[src/rtl/writeback_pkg.sv]
// Shared writeback definitions: result-source encodings and load funct3 codes.
// The optional retired-instruction counter is enabled with the WB_INSTRET_EN macro.
package writeback_pkg;

  typedef enum logic [1:0] {
    WB_SRC_ALU  = 2'b00,
    WB_SRC_LOAD = 2'b01,
    WB_SRC_PC4  = 2'b10,
    WB_SRC_NONE = 2'b11
  } wb_src_e;

  localparam logic [2:0] FUNCT3_LB  = 3'b000;
  localparam logic [2:0] FUNCT3_LH  = 3'b001;
  localparam logic [2:0] FUNCT3_LW  = 3'b010;
  localparam logic [2:0] FUNCT3_LBU = 3'b100;
  localparam logic [2:0] FUNCT3_LHU = 3'b101;

  // A retiring entry writes the register file only if it has a result and rd is not x0.
  function automatic logic wb_writes(input wb_src_e src, input logic is_x0);
    return (src != WB_SRC_NONE) && !is_x0;
  endfunction

endpackage

[src/rtl/writeback_if.sv]
// Memory-stage to writeback handshake plus the register-file write port.
interface writeback_if #(
  parameter int DWIDTH      = 32,
  parameter int AWIDTH      = 5,
  parameter int FUNCT_WIDTH = 3,
  parameter int PC_WIDTH    = 32
);
  logic                   wb_i_valid;
  logic                   wb_o_ready;
  logic                   wb_i_flush;
  logic                   wb_i_stall;
  logic [1:0]             wb_i_src;
  logic [FUNCT_WIDTH-1:0] wb_i_funct3;
  logic [1:0]             wb_i_byte_off;
  logic [AWIDTH-1:0]      wb_i_addr_rd;
  logic [DWIDTH-1:0]      wb_i_alu;
  logic [DWIDTH-1:0]      wb_i_load;
  logic [PC_WIDTH-1:0]    wb_i_pc;
  logic                   wb_o_we;
  logic [AWIDTH-1:0]      wb_o_addr_rd;
  logic [DWIDTH-1:0]      wb_o_data_rd;

  modport master (
    output wb_i_valid, wb_i_flush, wb_i_stall, wb_i_src, wb_i_funct3,
           wb_i_byte_off, wb_i_addr_rd, wb_i_alu, wb_i_load, wb_i_pc,
    input  wb_o_ready, wb_o_we, wb_o_addr_rd, wb_o_data_rd
  );

  modport slave (
    input  wb_i_valid, wb_i_flush, wb_i_stall, wb_i_src, wb_i_funct3,
           wb_i_byte_off, wb_i_addr_rd, wb_i_alu, wb_i_load, wb_i_pc,
    output wb_o_ready, wb_o_we, wb_o_addr_rd, wb_o_data_rd
  );
endinterface

[src/rtl/writeback_load_ext.sv]
// wb_load_ext: combinational byte/halfword lane select and sign/zero extension
// of a raw aligned load word. Undefined funct3 codes pass the raw word through.
module wb_load_ext
  import writeback_pkg::*;
#(
  parameter int DWIDTH      = 32,
  parameter int FUNCT_WIDTH = 3
) (
  input  logic [FUNCT_WIDTH-1:0] i_funct3,
  input  logic [1:0]             i_byte_off,
  input  logic [DWIDTH-1:0]      i_word,
  output logic [DWIDTH-1:0]      o_data
);

  function automatic logic [DWIDTH-1:0] sext8(input logic signed [7:0] b);
    return DWIDTH'(b);
  endfunction

  function automatic logic [DWIDTH-1:0] zext8(input logic signed [7:0] b);
    return DWIDTH'($unsigned(b));
  endfunction

  function automatic logic [DWIDTH-1:0] sext16(input logic signed [15:0] h);
    return DWIDTH'(h);
  endfunction

  function automatic logic [DWIDTH-1:0] zext16(input logic signed [15:0] h);
    return DWIDTH'($unsigned(h));
  endfunction

  logic signed [7:0]  w_byte;
  logic signed [15:0] w_half;

  assign w_byte = i_word[{i_byte_off, 3'b000} +: 8];
  assign w_half = i_word[{i_byte_off[1], 4'b0000} +: 16];

  // Pick the lane and extension rule from the load type.
  always_comb begin
    o_data = i_word;
    case (i_funct3)
      FUNCT_WIDTH'(FUNCT3_LB):  o_data = sext8(w_byte);
      FUNCT_WIDTH'(FUNCT3_LBU): o_data = zext8(w_byte);
      FUNCT_WIDTH'(FUNCT3_LH):  o_data = sext16(w_half);
      FUNCT_WIDTH'(FUNCT3_LHU): o_data = zext16(w_half);
      default:                  o_data = i_word;
    endcase
  end

endmodule

[src/rtl/writeback.sv]
// writeback: final pipeline stage. Two-entry skid buffer fed by the memory stage,
// result select/extension, and a registered register-file write port.
// Define WB_INSTRET_EN to add the 64-bit retired-instruction counter output.
module writeback
  import writeback_pkg::*;
#(
  parameter int DWIDTH      = 32,
  parameter int AWIDTH      = 5,
  parameter int FUNCT_WIDTH = 3,
  parameter int PC_WIDTH    = 32
) (
  input  logic        c_clk,
  input  logic        c_rst,
  writeback_if.slave  wb
`ifdef WB_INSTRET_EN
  ,
  output logic [63:0] wb_o_instret
`endif
);

  typedef struct packed {
    wb_src_e                src;
    logic [FUNCT_WIDTH-1:0] funct3;
    logic [1:0]             byte_off;
    logic [AWIDTH-1:0]      rd;
    logic [DWIDTH-1:0]      alu;
    logic [DWIDTH-1:0]      load;
    logic [PC_WIDTH-1:0]    pc;
  } wb_entry_t;

  wb_entry_t         r_mem [2];
  logic              r_wr_ptr;
  logic              r_rd_ptr;
  logic [1:0]        r_count;

  logic              w_push;
  logic              w_pop;
  wb_entry_t         w_in_p0;
  wb_entry_t         w_head_p0;
  logic [DWIDTH-1:0] w_load_ext_p0;
  logic [DWIDTH-1:0] w_sel_p0;
  logic [PC_WIDTH-1:0] w_pc4_p0;

  logic              r_we_p1;
  logic [AWIDTH-1:0] r_addr_p1;
  logic [DWIDTH-1:0] r_data_p1;

  // Ready depends on occupancy only so the upstream never sees a combinational loop.
  assign wb.wb_o_ready = (r_count < 2'd2);
  assign w_push = wb.wb_i_valid && wb.wb_o_ready && !wb.wb_i_flush;
  assign w_pop  = (r_count != 2'd0) && !wb.wb_i_stall && !wb.wb_i_flush;

  assign w_in_p0 = '{
    src:      wb_src_e'(wb.wb_i_src),
    funct3:   wb.wb_i_funct3,
    byte_off: wb.wb_i_byte_off,
    rd:       wb.wb_i_addr_rd,
    alu:      wb.wb_i_alu,
    load:     wb.wb_i_load,
    pc:       wb.wb_i_pc
  };

  // Buffer storage: payload only, occupancy tracking lives in the control block.
  always_ff @(posedge c_clk) begin
    if (w_push) r_mem[r_wr_ptr] <= w_in_p0;
  end

  // Occupancy and pointers; flush empties the buffer and drops the same-cycle push.
  always_ff @(posedge c_clk or posedge c_rst) begin
    if (c_rst) begin
      r_count  <= 2'd0;
      r_wr_ptr <= 1'b0;
      r_rd_ptr <= 1'b0;
    end else if (wb.wb_i_flush) begin
      r_count  <= 2'd0;
      r_wr_ptr <= 1'b0;
      r_rd_ptr <= 1'b0;
    end else begin
      if (w_push) r_wr_ptr <= ~r_wr_ptr;
      if (w_pop)  r_rd_ptr <= ~r_rd_ptr;
      case ({w_push, w_pop})
        2'b10:   r_count <= r_count + 2'd1;
        2'b01:   r_count <= r_count - 2'd1;
        default: r_count <= r_count;
      endcase
    end
  end

  // ---- stage p0: head of buffer, result select ----
  assign w_head_p0 = r_mem[r_rd_ptr];
  assign w_pc4_p0  = w_head_p0.pc + PC_WIDTH'(4);

  wb_load_ext #(
    .DWIDTH      (DWIDTH),
    .FUNCT_WIDTH (FUNCT_WIDTH)
  ) u_load_ext (
    .i_funct3   (w_head_p0.funct3),
    .i_byte_off (w_head_p0.byte_off),
    .i_word     (w_head_p0.load),
    .o_data     (w_load_ext_p0)
  );

  // Choose the value written back according to the result source.
  always_comb begin
    w_sel_p0 = w_head_p0.alu;
    case (w_head_p0.src)
      WB_SRC_ALU:  w_sel_p0 = w_head_p0.alu;
      WB_SRC_LOAD: w_sel_p0 = w_load_ext_p0;
      WB_SRC_PC4:  w_sel_p0 = DWIDTH'(w_pc4_p0);
      default:     w_sel_p0 = w_head_p0.alu;
    endcase
  end

  // ---- stage p1: registered register-file write port ----
  // Address/data hold when nothing pops; the enable is a one-cycle pulse per pop.
  always_ff @(posedge c_clk or posedge c_rst) begin
    if (c_rst) begin
      r_we_p1   <= 1'b0;
      r_addr_p1 <= '0;
      r_data_p1 <= '0;
    end else if (w_pop) begin
      r_we_p1   <= wb_writes(w_head_p0.src, (w_head_p0.rd == '0));
      r_addr_p1 <= w_head_p0.rd;
      r_data_p1 <= w_sel_p0;
    end else begin
      r_we_p1   <= 1'b0;
    end
  end

  assign wb.wb_o_we      = r_we_p1;
  assign wb.wb_o_addr_rd = r_addr_p1;
  assign wb.wb_o_data_rd = r_data_p1;

`ifdef WB_INSTRET_EN
  logic [63:0] r_instret;

  // Count every pop, including no-write entries; flushed entries never pop.
  always_ff @(posedge c_clk or posedge c_rst) begin
    if (c_rst)      r_instret <= 64'd0;
    else if (w_pop) r_instret <= r_instret + 64'd1;
  end

  assign wb_o_instret = r_instret;
`endif

endmodule

[src/flat_wrapper.sv]
// flat-port wrapper written by rule: the top's interface ports become plain ports
module writeback_flat import writeback_pkg::*;
#(
  parameter int DWIDTH      = 32,
  parameter int AWIDTH      = 5,
  parameter int FUNCT_WIDTH = 3,
  parameter int PC_WIDTH    = 32
)
  (c_clk, c_rst, wb_wb_i_valid, wb_wb_i_flush, wb_wb_i_stall, wb_wb_i_src, wb_wb_i_funct3, wb_wb_i_byte_off, wb_wb_i_addr_rd, wb_wb_i_alu, wb_wb_i_load, wb_wb_i_pc, wb_wb_o_ready, wb_wb_o_we, wb_wb_o_addr_rd, wb_wb_o_data_rd);
  writeback_if #(.DWIDTH(DWIDTH), .AWIDTH(AWIDTH), .FUNCT_WIDTH(FUNCT_WIDTH), .PC_WIDTH(PC_WIDTH)) wb_i ();
  input  logic c_clk;
  input  logic c_rst;
  input wire logic [$bits(wb_i.wb_i_valid)-1:0] wb_wb_i_valid;
  input wire logic [$bits(wb_i.wb_i_flush)-1:0] wb_wb_i_flush;
  input wire logic [$bits(wb_i.wb_i_stall)-1:0] wb_wb_i_stall;
  input wire logic [$bits(wb_i.wb_i_src)-1:0] wb_wb_i_src;
  input wire logic [$bits(wb_i.wb_i_funct3)-1:0] wb_wb_i_funct3;
  input wire logic [$bits(wb_i.wb_i_byte_off)-1:0] wb_wb_i_byte_off;
  input wire logic [$bits(wb_i.wb_i_addr_rd)-1:0] wb_wb_i_addr_rd;
  input wire logic [$bits(wb_i.wb_i_alu)-1:0] wb_wb_i_alu;
  input wire logic [$bits(wb_i.wb_i_load)-1:0] wb_wb_i_load;
  input wire logic [$bits(wb_i.wb_i_pc)-1:0] wb_wb_i_pc;
  output wire logic [$bits(wb_i.wb_o_ready)-1:0] wb_wb_o_ready;
  output wire logic [$bits(wb_i.wb_o_we)-1:0] wb_wb_o_we;
  output wire logic [$bits(wb_i.wb_o_addr_rd)-1:0] wb_wb_o_addr_rd;
  output wire logic [$bits(wb_i.wb_o_data_rd)-1:0] wb_wb_o_data_rd;
  assign wb_i.wb_i_valid = wb_wb_i_valid;
  assign wb_i.wb_i_flush = wb_wb_i_flush;
  assign wb_i.wb_i_stall = wb_wb_i_stall;
  assign wb_i.wb_i_src = wb_wb_i_src;
  assign wb_i.wb_i_funct3 = wb_wb_i_funct3;
  assign wb_i.wb_i_byte_off = wb_wb_i_byte_off;
  assign wb_i.wb_i_addr_rd = wb_wb_i_addr_rd;
  assign wb_i.wb_i_alu = wb_wb_i_alu;
  assign wb_i.wb_i_load = wb_wb_i_load;
  assign wb_i.wb_i_pc = wb_wb_i_pc;
  assign wb_wb_o_ready = wb_i.wb_o_ready;
  assign wb_wb_o_we = wb_i.wb_o_we;
  assign wb_wb_o_addr_rd = wb_i.wb_o_addr_rd;
  assign wb_wb_o_data_rd = wb_i.wb_o_data_rd;
  writeback #(.DWIDTH(DWIDTH), .AWIDTH(AWIDTH), .FUNCT_WIDTH(FUNCT_WIDTH), .PC_WIDTH(PC_WIDTH)) u_core (.c_clk(c_clk), .c_rst(c_rst), .wb(wb_i));
endmodule
[config.mk]
export PLATFORM = sky130hd
export DESIGN_NAME = writeback_flat
export DESIGN_NICKNAME = d
export VERILOG_FILES = /design/src/rtl/writeback_pkg.sv /design/src/rtl/writeback_if.sv /design/src/rtl/writeback_load_ext.sv /design/src/rtl/writeback.sv /design/src/flat_wrapper.sv
export SDC_FILE = /design/constraint.sdc
export NUM_CORES = 1
export LEC_CHECK = 0
export ABC_AREA = 1
export BUFFER_PORTS_ARGS = -buffer_cell sky130_fd_sc_hd__buf_2
export CAP_MARGIN = 20
export CORE_AREA = 5 5 176 144
export DETAILED_ROUTE_END_ITERATION = 8
export DIE_AREA = 0 0 181 149
export HOLD_SLACK_MARGIN = 0.08
export PLACE_DENSITY = 0.75
export SKIP_CTS_REPAIR_TIMING = 1
export SYNTH_ARGS = -nofsm -noshare
export SYNTH_HDL_FRONTEND = slang
export SYNTH_SLANG_ARGS = --single-unit
[constraint.sdc]
create_clock -name c_clk -period 5.7 [get_ports c_clk]
set_clock_uncertainty 0.15 [all_clocks]
set_input_delay 0 -clock c_clk [delete_from_list [all_inputs] [get_ports c_clk]]
set_output_delay 0 -clock c_clk [all_outputs]
set_load 0.005 [all_outputs]
* Word level (Yosys, flattened, before mapping)
Memory sizes are Yosys's and may differ from the RTL's. Cells that the tools add are included.
Storage, ports and cells: word-level logic and storage cells 48, flip-flop bits (word level) 42, RAM bits 216, memories 1
Memory list:
- u_core.r_mem | words 2, width 108, read ports 1, clocked after Yosys merged registers in 0, wr ports 1, RTL line writeback.sv:31 | wb_entry_t r_mem [2];
Operators by class: add/subtract/negate cells 3, multiplexer cells 11, reductions and logical operators 14, shift-type cells 2, equality and inequality tests 8, bitwise gates (word level) 2, magnitude comparators 1
Operator list (count):
- $pmux W32 S4 | 1
- $pmux W32 S2 | 1
- $add A32 B3 Y32 const B | 1
- $shiftx A32 B6 Y16 | 1
- $shiftx A32 B6 Y8 | 1
- $mux W1 | 7
- $eq A3 B3 Y1 const B | 2
- $reduce_bool A2 Y1 | 3
- $logic_and A1 B1 Y1 | 5
- $logic_not A5 Y1 | 1
- $eq A2 B1 Y1 const B | 2
- $eq A2 B2 Y1 const B | 2
- $pmux W2 S2 | 1
- $eq A3 B1 Y1 const B | 1
- $logic_not A1 Y1 | 3
- $logic_not A3 Y1 | 1
- $reduce_bool A3 Y1 | 1
- $add A2 B1 Y2 const B | 1
- $lt A2 B2 Y1 const B | 1
- $mux W2 | 1
- $ne A2 B2 Y1 const B | 1
- $not A1 Y1 | 2
- $sub A2 B1 Y2 const B | 1

* Logic depth before layout (Yosys ltp)
Gate-level depths: netlist of run 1.
depth after elaboration 6, mapped depth 18, gate-level depth less buffers 15

* Hierarchy
From an unflattened synthesis of run 1, not the netlist that was laid out.
Second synthesis, totals: cell total of the unflattened synthesis 1210, area total of the unflattened synthesis 11916.4 µm²
Modules (own cells, without submodules):
- writeback | area each 11044.3 µm², cells an instance 1041, seq. area each 7537.2 µm², times used 1
- wb_load_ext | area each 872.1 µm², cells an instance 169, seq. area each 0.0 µm², times used 1

* Worst setup path after synthesis of run 1
OpenSTA, ideal clock, no wires.
path type reg2reg, start register u_core.r_count[1], end memory u_core.r_mem[0][0] (netlist bit), enable pin, path slack -0.138 ns, path buffers 0, setup time 0.576 ns, clock period less this slack 5.838 ns, data required time 4.974 ns, data arrival time 5.112 ns, stages on the path, launching flop included 4, path through dfrtp_1 -> inv_1 -> nand3_1 -> nor2_1
On the way: cells in the longest elaborated chain, start to end 5
Ends and longest elaborated chain:
- start: declaration | RTL line writeback.sv:34 | logic [1:0] r_count;
- start signal: assignment | RTL line writeback.sv:82 | 2'b10: r_count <= r_count + 2'd1;
- start signal: assignment | RTL line writeback.sv:83 | 2'b01: r_count <= r_count - 2'd1;
- start signal: assignment | RTL line writeback.sv:84 | default: r_count <= r_count;
- $lt A2 B2 Y1 | RTL line writeback.sv:49 | assign wb.wb_o_ready = (r_count < 2'd2);
- via wb_wb_o_ready | RTL line flat_wrapper.sv:23 | output wire logic [$bits(wb_i.wb_o_ready)-1:0] wb_wb_o_ready;
- $logic_and A1 B1 Y1 (2 in a row) | RTL line writeback.sv:50 | assign w_push = wb.wb_i_valid && wb.wb_o_ready && !wb.wb_i_flush;
- $mux W1 | RTL line writeback.sv:65 | if (w_push) r_mem[r_wr_ptr] <= w_in_p0;
- $mux W1 (not written as such) | RTL line writeback.sv:65
- end: declaration | RTL line writeback.sv:31
The timed path passes the listed nets, and every way through them passes these cells.

* Worst setup path after layout of run 1
start register u_core.r_rd_ptr, end register u_core.r_data_p1[28] (netlist: u_core.wb.wb_o_data_rd[28])
On the way: cells in the longest elaborated chain, start to end 4, elaborated cells between the ends (all ways) 12, classes of those cells add/sub (1); eq/ne (5); shift (2); mux (2); reduce/logical (1); memory (1)
Ends and longest elaborated chain:
- start: declaration | RTL line writeback.sv:33 | logic r_rd_ptr;
- start signal: assignment | RTL line writeback.sv:80 | if (w_pop) r_rd_ptr <= ~r_rd_ptr;
- $mem_v2 Z2 W108 (*)
- parallel branches: the longest is 2 deep, another holds $add A32 B3 Y32
- $pmux W32 S2 (*) | RTL line writeback.sv:106 | case (w_head_p0.src)
- end signal: assignment | RTL line writeback.sv:124 | r_data_p1 <= w_sel_p0;
- end: declaration | RTL line writeback.sv:46 | logic [DWIDTH-1:0] r_data_p1;
Every way passes the cells marked *. A chain may end at the register's enable or synchronous reset.

==> results.sh, run 1 <==
export IMPL_synth_top_cells_by_count="nand2_1 (348), edfxtp_1 (216), nor2_1 (133)"
export IMPL_place_ws_ps=1860
export IMPL_grt_total_usage=0.216
export IMPL_cts_made_buffers=26
export IMPL_required_ps=6010
export IMPL_hold_class="in -> async"
export IMPL_fmax_ghz=0.258
export IMPL_fp_row_count=50
export IMPL_maxSlewHeadroom=0.288
export IMPL_antenna_cells=0
export IMPL_cts_num_sinks=258
export IMPL_synth_edff_count=216
export IMPL_hold_ws_ps=6.20
export IMPL_gp_congestion=0.913
export IMPL_crit_arrival_ps=4190
export IMPL_initial_utilization=0.513
export IMPL_pwr_share_seq=0.416
export IMPL_worstPathMaxFanout=65
export IMPL_setup_viol=0
export IMPL_synthTopCellsByArea="edfxtp_1 (54%), nand2_1 (11%), dfrtp_1 (8.8%)"
export IMPL_dpl_hpwl_um=20900
export IMPL_drt_wl_total_um=34100
export IMPL_drc=0
export IMPL_ctsRootBufferMaster="clkbuf_16"
export IMPL_syn_inst=1201
export IMPL_viasPerCell=5.22
export IMPL_crit_family="simple AND/OR/NAND/NOR gates"
export IMPL_synthesis_area_sq_um=11900
export IMPL_die_h_um=149
export IMPL_path_common_cell="nand2_1"
export IMPL_comb_power_share=0.309
export IMPL_port_buffer_count=151
export IMPL_ys_dominant_reg_cell="edfxtp_1"
export IMPL_swShare=0.342
export IMPL_path_buf_inv=3
export IMPL_critical_path_class="reg -> reg"
export IMPL_post_drt_wl_per_cell_um=18.2
export IMPL_p_per_area_nw_per_um2=384
export IMPL_p_clk_frac=0.275
export IMPL_worst_pin_slew_ps=1070
export IMPL_clk_pin_slew_worst_paths_ps=60
export IMPL_nets=1662
export IMPL_drt_pass1_iterations=5
export IMPL_cap_violations=0
export IMPL_crit_slowest_cell="dfrtp_4"
export IMPL_synthArstFlopShare=0.163
export IMPL_intPower_uw=3970
export IMPL_syn_area_per_cell_sq_um=9.91
export IMPL_drtIter0Drc=906
export IMPL_placed_area_sq_um=12900
export IMPL_start_kind="flop"
export IMPL_synth_nets=1318
export IMPL_netlist_top_cell_by_area="edfxtp_1"
export IMPL_h_tree_depth=1
export IMPL_grt_pass1_vias=8476
export IMPL_period_share=0.681
export IMPL_yosysWarnings=0
export IMPL_core_area_sq_um=23200
export IMPL_maxSlewViolCount=0
export IMPL_max_vdd_ir_drop_uv=279
export IMPL_cts_tree="built"
export IMPL_grt_ovfl_total=0
export IMPL_drive_above_1_share=0.178
export IMPL_leakagePower_uw=0.00656
export IMPL_grt_start_max_net_pins=69
export IMPL_vias=9798
export IMPL_ys_ff_latch=258
export IMPL_ys_seq_area_frac=0.633
export IMPL_clock_latency_ps=540
export IMPL_synth_top_area_frac=0.545
export IMPL_antenna_found_initial=0
export IMPL_yosysUniqueCellTypes=40
export IMPL_finalHoldViolations=0
export IMPL_final_min_clock_period_ps=3880
export IMPL_utilization=0.677
export IMPL_cp_end_kind="flop"
export IMPL_p_switching_uw=2060
export IMPL_outcome="finished, final reports clean"
export IMPL_slowest_delay_ps=920
export IMPL_stdcell_area_sq_um=15700
export IMPL_rsz0062_at_grt="no"
export IMPL_grt_pass1_wl_um=46200
export IMPL_fin_ws_ps=1820
export IMPL_pin_count=152
export IMPL_clockBufferDepth=3
export IMPL_yosysMostFrequentCell="nand2_1"
export IMPL_die_area_sq_um=27000
export IMPL_die_x_um=181
export IMPL_syn_to_final_growth_pct=32.1
export IMPL_cp_cell_sequence="inv_2 -> buf_4 -> nand2_1 -> nand2_1 -> inv_1 -> ha_1 -> nand3_1 -> nor2_2 -> nand2_1 -> nor2_2 -> nand2_1 -> nand2_1 -> nand3_1 -> nand2_1 -> nand2_1 -> a21oi_2"
export IMPL_postRouteAntennaNets=0
-- cell type report --
cell class / instances / area (sq um)
multi-input cells: 806 / 3760
clock inverters: 6 / 63.8
fillers: 1687 / 7490
flip-flops and latches: 258 / 7540
repair buffers: 366 / 2880
well taps: 312 / 390
clock buffers: 42 / 762
inverters: 87 / 327
-- power groups by stage --
stage,logic [uW],registers [uW],clock network (uW)
final,1860,2510,1660
after global routing,2070,2540,1760
after CTS,1720,2510,1670
after detailed placement,1700,2540,0
after global placement,1680,2540,0
after floorplan,1180,2490,0
-- layout by cell type, fill, tap and decap left out, types with 11 or more instances in the layout --
master,synthesis,layout
or2_2,39,39
inv_1,85,84
nand2_1,348,348
nand2_2,15,15
edfxtp_1,216,216
clkbuf_16,0,27
a21boi_1,14,14
buf_4,9,11
nor2_1,133,131
buf_2,10,151
a31oi_1,11,11
dlygate4sd3_1,0,204
clkbuf_1,19,12
a21oi_1,41,41
nand3_1,58,58
dfrtp_1,42,41
o21ai_0,88,88
-- per-layer routing --
layer | vias up | global-route usage | routed length [um]
li1 | 4690 | - | -
met1 | 4669 | 0.316 | 14400
met2 | 376 | 0.345 | 16600
met3 | 63 | 0.0319 | 2250
met4 | 0 | 0.0525 | 840
met5 | - | 0 | 0
-- worst min-delay path, delay by kind of cell --
family / cells / cell delay, ps
buffers and inverters: 4 / 1160
-- state kept, by name, indices dropped and copies added (netlist names) --
signal,flops
u_core.wb.wb_o_data_rd,32
u_core.r_mem,216
u_core.wb.wb_o_we,1
u_core.r_rd_ptr,1
u_core.wb.wb_o_addr_rd,5
u_core.r_count,2
u_core.r_wr_ptr,1
-- per-stage QoR --
step	std cells	total power (uW)	setup TNS, ps
after detailed placement	1625	4250	0
final	1877	6040	0
after global routing	1877	6360	0
after CTS	1673	5890	0
after global placement	1625	4220	0
after floorplan	1201	3670	-29840
-- final timing paths --
check | endpoint | cells after the start | slack, ps | start
max in group asynchronous | u_core.r_rd_ptr | 4 | 4950 | c_rst
max reg2reg | u_core.wb.wb_o_data_rd[28] | 16 | 1820 | u_core.r_rd_ptr
min in group c_clk | u_core.r_mem[0][27] | 2 | 60 | wb_wb_i_pc[27]
min | u_core.r_count[1] | 4 | 6 | c_rst
min reg2reg | u_core.wb.wb_o_data_rd[3] | 2 | 330 | u_core.wb.wb_o_data_rd[3]
max | u_core.wb.wb_o_data_rd[28] | 16 | 1820 | u_core.r_rd_ptr
-- cells by family after synthesis --
logic type	synth area share
xor+xnor	0.00147
buf+inv	0.0524
compound gates	0.0812
fa+ha+maj	0.00420
flops	0.633
mux	0.00841
simple gates	0.219
(Power assumes the default switching activity.)
==> run 2, diff against run 1 <==
ABC_AREA = 0   (was 1)
CORE_AREA = 5 5 169 139   (was 5 5 176 144)
DIE_AREA = 0 0 174 144   (was 0 0 181 149)
clock period = 3.85 ns   (was 5.7 ns; I/O delays follow)
==> results.sh, run 2 <==
export IMPL_critical_path_class="reg -> reg"
export IMPL_viasPerCell=5.78
export IMPL_grt_ovfl_total=0
export IMPL_yosysMostFrequentCell="edfxtp_1"
export IMPL_synth_edff_count=216
export IMPL_synthTopCellsByArea="edfxtp_1 (56%), dfrtp_1 (9.0%), mux2i_1 (7.8%)"
export IMPL_yosysWarnings=0
export IMPL_crit_arrival_ps=3390
export IMPL_cts_tree="built"
export IMPL_netlist_top_cell_by_area="edfxtp_1"
export IMPL_nets=1306
export IMPL_gp_congestion=0.903
export IMPL_synth_top_cells_by_count="edfxtp_1 (216), mux2i_1 (90), a21oi_1 (56)"
export IMPL_setup_viol=0
export IMPL_place_ws_ps=848
export IMPL_outcome="finished, final reports clean"
export IMPL_antenna_cells=0
export IMPL_leakagePower_uw=0.00572
export IMPL_fp_row_count=49
export IMPL_grt_pass1_vias=7456
export IMPL_placed_area_sq_um=12600
export IMPL_maxSlewHeadroom=0.299
export IMPL_post_drt_wl_per_cell_um=22.0
export IMPL_busiest_layer="met2"
export IMPL_drt_pass1_iterations=5
export IMPL_synthArstFlopShare=0.163
export IMPL_drtIter0Drc=823
export IMPL_p_per_area_nw_per_um2=460
export IMPL_final_min_clock_period_ps=3100
export IMPL_drt_wl_total_um=32800
export IMPL_final_common_cell="edfxtp_1"
export IMPL_die_x_um=174
export IMPL_clk_pin_slew_worst_paths_ps=60
export IMPL_use_met1=0.333
export IMPL_die_h_um=144
export IMPL_worst_pin_slew_ps=1050
export IMPL_met3_usage=0.0476
export IMPL_syn_inst=828
export IMPL_fmax_ghz=0.323
export IMPL_yosysUniqueCellTypes=70
export IMPL_max_vdd_ir_drop_uv=371
export IMPL_hold_ws_ps=68.4
export IMPL_clock_latency_ps=530
export IMPL_required_ps=4140
export IMPL_finalHoldViolations=0
export IMPL_synthesis_area_sq_um=11600
export IMPL_die_area_sq_um=25100
export IMPL_cp_endpoint="u_core.wb.wb_o_data_rd[28]"
export IMPL_cts_made_buffers=25
export IMPL_cap_violations=0
export IMPL_initial_utilization=0.533
export IMPL_grtUsageMet2=0.345
export IMPL_clockBufferDepth=3
export IMPL_pin_count=152
export IMPL_ctsRootBufferMaster="clkbuf_16"
export IMPL_start_kind="flop"
export IMPL_synth_nets=945
export IMPL_fin_ws_ps=755
export IMPL_ys_seq_area_frac=0.648
export IMPL_grt_pass1_wl_um=43500
export IMPL_rr_worst_depth=8
export IMPL_h_tree_depth=1
export IMPL_r2r_end="u_core.wb.wb_o_data_rd[28]"
export IMPL_cp_end_kind="flop"
export IMPL_final_cell_mix="edfxtp_1 (216), dlygate4sd3_1 (210), buf_2 (151)"
export IMPL_rr_startpoint="u_core.r_rd_ptr"
export IMPL_synth_top_area_frac=0.558
export IMPL_ys_dominant_reg_cell="edfxtp_1"
export IMPL_core_area_sq_um=21800
export IMPL_stdcell_area_sq_um=15600
export IMPL_drive_above_1_share=0.223
export IMPL_rsz0062_at_grt="no"
export IMPL_syn_to_final_growth_pct=34.1
export IMPL_maxSlewViolCount=0
export IMPL_hold_class="in -> reg"
export IMPL_fillers=1469
export IMPL_worstPathMaxFanout=41
export IMPL_cts_num_sinks=258
export IMPL_port_buffer_count=151
export IMPL_top_register="u_core.r_mem"
export IMPL_vias=8597
export IMPL_drc=0
export IMPL_syn_area_per_cell_sq_um=14.0
export IMPL_postRouteAntennaNets=0
export IMPL_r2r_slack_ps=750
export IMPL_critPathLaunch="u_core.r_rd_ptr"
export IMPL_largest_register_ffs=216
export IMPL_p_total_uw=7170
export IMPL_ys_ff_latch=258
export IMPL_grt_total_usage=0.225
export IMPL_grt_start_max_net_pins=101
export IMPL_dpl_hpwl_um=20800
export IMPL_period_share=0.804
export IMPL_antenna_found_initial=0
[run 2: cells by family after synthesis]
family	after synthesis	synth area share
flip-flops	258	0.648
AND/OR/NAND/NOR	182	0.0860
AO/OA/AOI/OAI	177	0.101
multiplexers	127	0.114
buffers and inverters	52	0.0250
XOR/XNOR	28	0.0211
adder cells (fa/ha/maj)	4	0.00431
[run 2: per-stage QoR]
step / std cells / util / TNS [ps]
6_report: 1488 / 0.714 / 0
5_1_grt: 1488 / 0.714 / 0
3_3_place_gp: 1232 / 0.579 / 0
4_1_cts: 1278 / 0.618 / 0
2_1_floorplan: 828 / - / -9210
3_5_place_dp: 1232 / 0.579 / 0
[run 2: critical path: stages, from the launching register on]
cell	delay [ps]
dfrtp_4	790
mux2i_1	310
inv_1	90
ha_1	300
inv_1	190
nand2_1	180
o311ai_0	740
o22ai_1	130
o21ai_0	110
[run 2: worst min-delay path by stage]
| stage | start | to | slack (ps) | depth (start not counted) |
|---|---|---|---|---|
| global placement | wb_wb_i_pc[4] | u_core.r_mem[0][4] | 40 | 1 |
| CTS | wb_wb_i_alu[14] | u_core.r_mem[1][78] | -500 | 1 |
| finish | wb_wb_i_pc[6] | u_core.r_mem[0][6] | 70 | 2 |
| floorplan | wb_wb_i_pc[0] | u_core.r_mem[0][0] | -50 | 0 |
| detailed placement | wb_wb_i_pc[20] | u_core.r_mem[0][20] | 40 | 1 |
| global route | wb_wb_i_pc[6] | u_core.r_mem[0][6] | 60 | 2 |
[run 2: power by group]
part	switching, uW	internal (uW)	total [uW]	leakage [uW]
sequential	185	3270	3460	0.00250
clock	1060	1510	2580	0.000419
combinational	599	534	1130	0.00280
total	1850	5320	7170	0.00572
[run 2: final cells by class]
type,count,area [sq um],share of cell area
sequential,258,7540,0.484
tap,280,350,0.0225
inverter,11,41.3,0.00265
multi-input combinational,518,3810,0.245
timing repair buffer,375,2990,0.192
clock inverter,13,179,0.0115
clock buffer,33,676,0.0433
[run 2: metal layers]
layer  vias to the layer above  wire, um  share of wire
li1                       3947         -              -
met1                      4179     13800           0.42
met2                       409     15500           0.47
met3                        62      2360          0.072
met4                         0      1080          0.033
met5                         -         0              0
==> run 3, diff against run 2 <==
ABC_AREA = 1   (was 0)
CORE_AREA = 5 5 176 144   (was 5 5 169 139)
DIE_AREA = 0 0 181 149   (was 0 0 174 144)
clock period = 2.6 ns   (was 3.85 ns; I/O delays follow)
==> results.sh, run 3 (same netlist as run 1, synthesis figures left out) <==
export IMPL_viasPerCell=5.31
export IMPL_final_cell_mix="nand2_1 (345), edfxtp_1 (216), dlygate4sd3_1 (206)"
export IMPL_top_register="u_core.r_mem"
export IMPL_grt_ovfl_total=0
export IMPL_placed_area_sq_um=13400
export IMPL_grt_start_max_net_pins=59
export IMPL_fin_ws_ps=66.3
export IMPL_final_common_cell="nand2_1"
export IMPL_place_ws_ps=2.56
export IMPL_hold_depth=2
export IMPL_die_x_um=181
export IMPL_gp_congestion=0.975
export IMPL_critical_path_class="reg -> reg"
export IMPL_nets=1724
export IMPL_maxSlewViolCount=0
export IMPL_min_delay_start="wb_wb_i_funct3[0]"
export IMPL_cts_made_buffers=26
export IMPL_ctsRootBufferMaster="clkbuf_16"
export IMPL_clockBufferDepth=3
export IMPL_max_vdd_ir_drop_uv=678
export IMPL_antenna_cells=0
export IMPL_drt_wl_total_um=36900
export IMPL_rr_worst_depth=13
export IMPL_setup_viol=0
export IMPL_port_buffer_count=151
export IMPL_finalSetupTns_ps=0
export IMPL_worst_pin_slew_ps=899
export IMPL_pin_count=152
export IMPL_clk_pin_slew_worst_paths_ps=70
export IMPL_crit_arrival_ps=2860
export IMPL_cp_end_kind="flop"
export IMPL_r2r_end="u_core.wb.wb_o_data_rd[31]"
export IMPL_finalHoldViolations=0
export IMPL_hold_class="in -> reg"
export IMPL_fmax_ghz=0.395
export IMPL_leakagePower_uw=0.00700
export IMPL_grt_total_usage=0.234
export IMPL_fillers=1647
export IMPL_initial_utilization=0.513
export IMPL_die_area_sq_um=27000
export IMPL_required_ps=2920
export IMPL_multi_input_area_sq_um=3940
export IMPL_period_share=0.975
export IMPL_drc=0
export IMPL_post_drt_wl_per_cell_um=19.0
export IMPL_p_per_area_nw_per_um2=853
export IMPL_rr_startpoint="u_core.r_rd_ptr"
export IMPL_cts_tree="built"
export IMPL_outcome="finished, final reports clean"
export IMPL_drive_above_1_share=0.231
export IMPL_worstPathMaxFanout=14
export IMPL_critPathLaunch="u_core.r_rd_ptr"
export IMPL_clock_latency_ps=550
export IMPL_largest_register_ffs=216
export IMPL_h_tree_depth=1
export IMPL_drt_pass1_iterations=5
export IMPL_final_min_clock_period_ps=2530
export IMPL_r2r_slack_ps=70
export IMPL_start_kind="flop"
export IMPL_grt_pass1_wl_um=49200
export IMPL_grt_pass1_vias=8849
export IMPL_core_area_sq_um=23200
export IMPL_hold_path_end="u_core.r_mem[1][103]"
export IMPL_postRouteAntennaNets=0
export IMPL_antenna_found_initial=0
export IMPL_dpl_hpwl_um=23500
export IMPL_vias=10300
export IMPL_syn_to_final_growth_pct=39.7
export IMPL_stdcell_area_sq_um=16600
export IMPL_fp_row_count=50
export IMPL_regArea_sq_um=7540
export IMPL_cts_num_sinks=258
export IMPL_drtIter0Drc=1135
export IMPL_die_h_um=149
export IMPL_cap_violations=0
export IMPL_maxSlewHeadroom=0.397
==> run 3: cell count changes in the layout (fill, tap and decap cells not counted), moves of 16 or more <==
cell	previous run	this run
a21oi_1	56	38
buf_4	12	55
inv_1	10	82
mux2_2	34	0
mux2i_1	90	10
nand2_1	50	345
nand3_1	18	53
nor2_1	34	119
o21ai_0	36	84
or2_2	2	39
xor2_1	18	2
==> run 3: metrics by stage <==
step / utilization / instances / total power, uW / hold slack, ps
after detailed placement: 0.576 / 1674 / 9790 / -35.5
final: 0.717 / 1938 / 14200 / 53.9
after global routing: 0.717 / 1938 / 14900 / 67.0
after global placement: 0.576 / 1674 / 9720 / -35.8
after CTS: 0.614 / 1721 / 13600 / -593
after floorplan: - / 1201 / 8040 / -51.1
==> run 3: per-layer routing <==
| layer | vias up | track usage | share of wire |
|---|---|---|---|
| met1 | 4908 | 0.338 | 0.42 |
| met4 | 0 | 0.0690 | 0.029 |
| met2 | 468 | 0.365 | 0.47 |
| li1 | 4826 | - | - |
| met5 | - | 0 | 0 |
| met3 | 80 | 0.0451 | 0.077 |
==> run 3: cell type report <==
cell class,count,share of cell area
tap,312,0.0235
multi-input combinational,806,0.237
clock inverter,13,0.00940
sequential,258,0.453
inverter,87,0.0199
clock buffer,34,0.0427
timing repair buffer,428,0.214
==> run 3: how the worst max path moves through the flow <==
stage	endpoint
finish	u_core.wb.wb_o_data_rd[31]
global route	u_core.wb.wb_o_data_rd[29]
CTS	u_core.wb.wb_o_data_rd[22]
detailed placement	u_core.wb.wb_o_data_rd[22]
global placement	u_core.wb.wb_o_data_rd[28]
floorplan	u_core.r_mem[0][0]
==> run 3: power by group <==
group | switching [uW] | leakage, uW | internal (uW)
clock | 1590 | 0.000429 | 2230
sequential | 334 | 0.00247 | 5120
combinational | 2940 | 0.00411 | 1980
total | 4870 | 0.00700 | 9330
==> run 3: critical path, stage by stage, from the launching register on <==
cell and delay (ps):
dfrtp_4 550, buf_16 190, buf_4 140, o21ai_2 320
nand2_1 170, nor2_2 150, nand2_1 100, nor2_1 150
nand2_1 60, nand2_1 60, nand3_1 140, nand2_1 110
nand2_1 60, a21oi_2 120
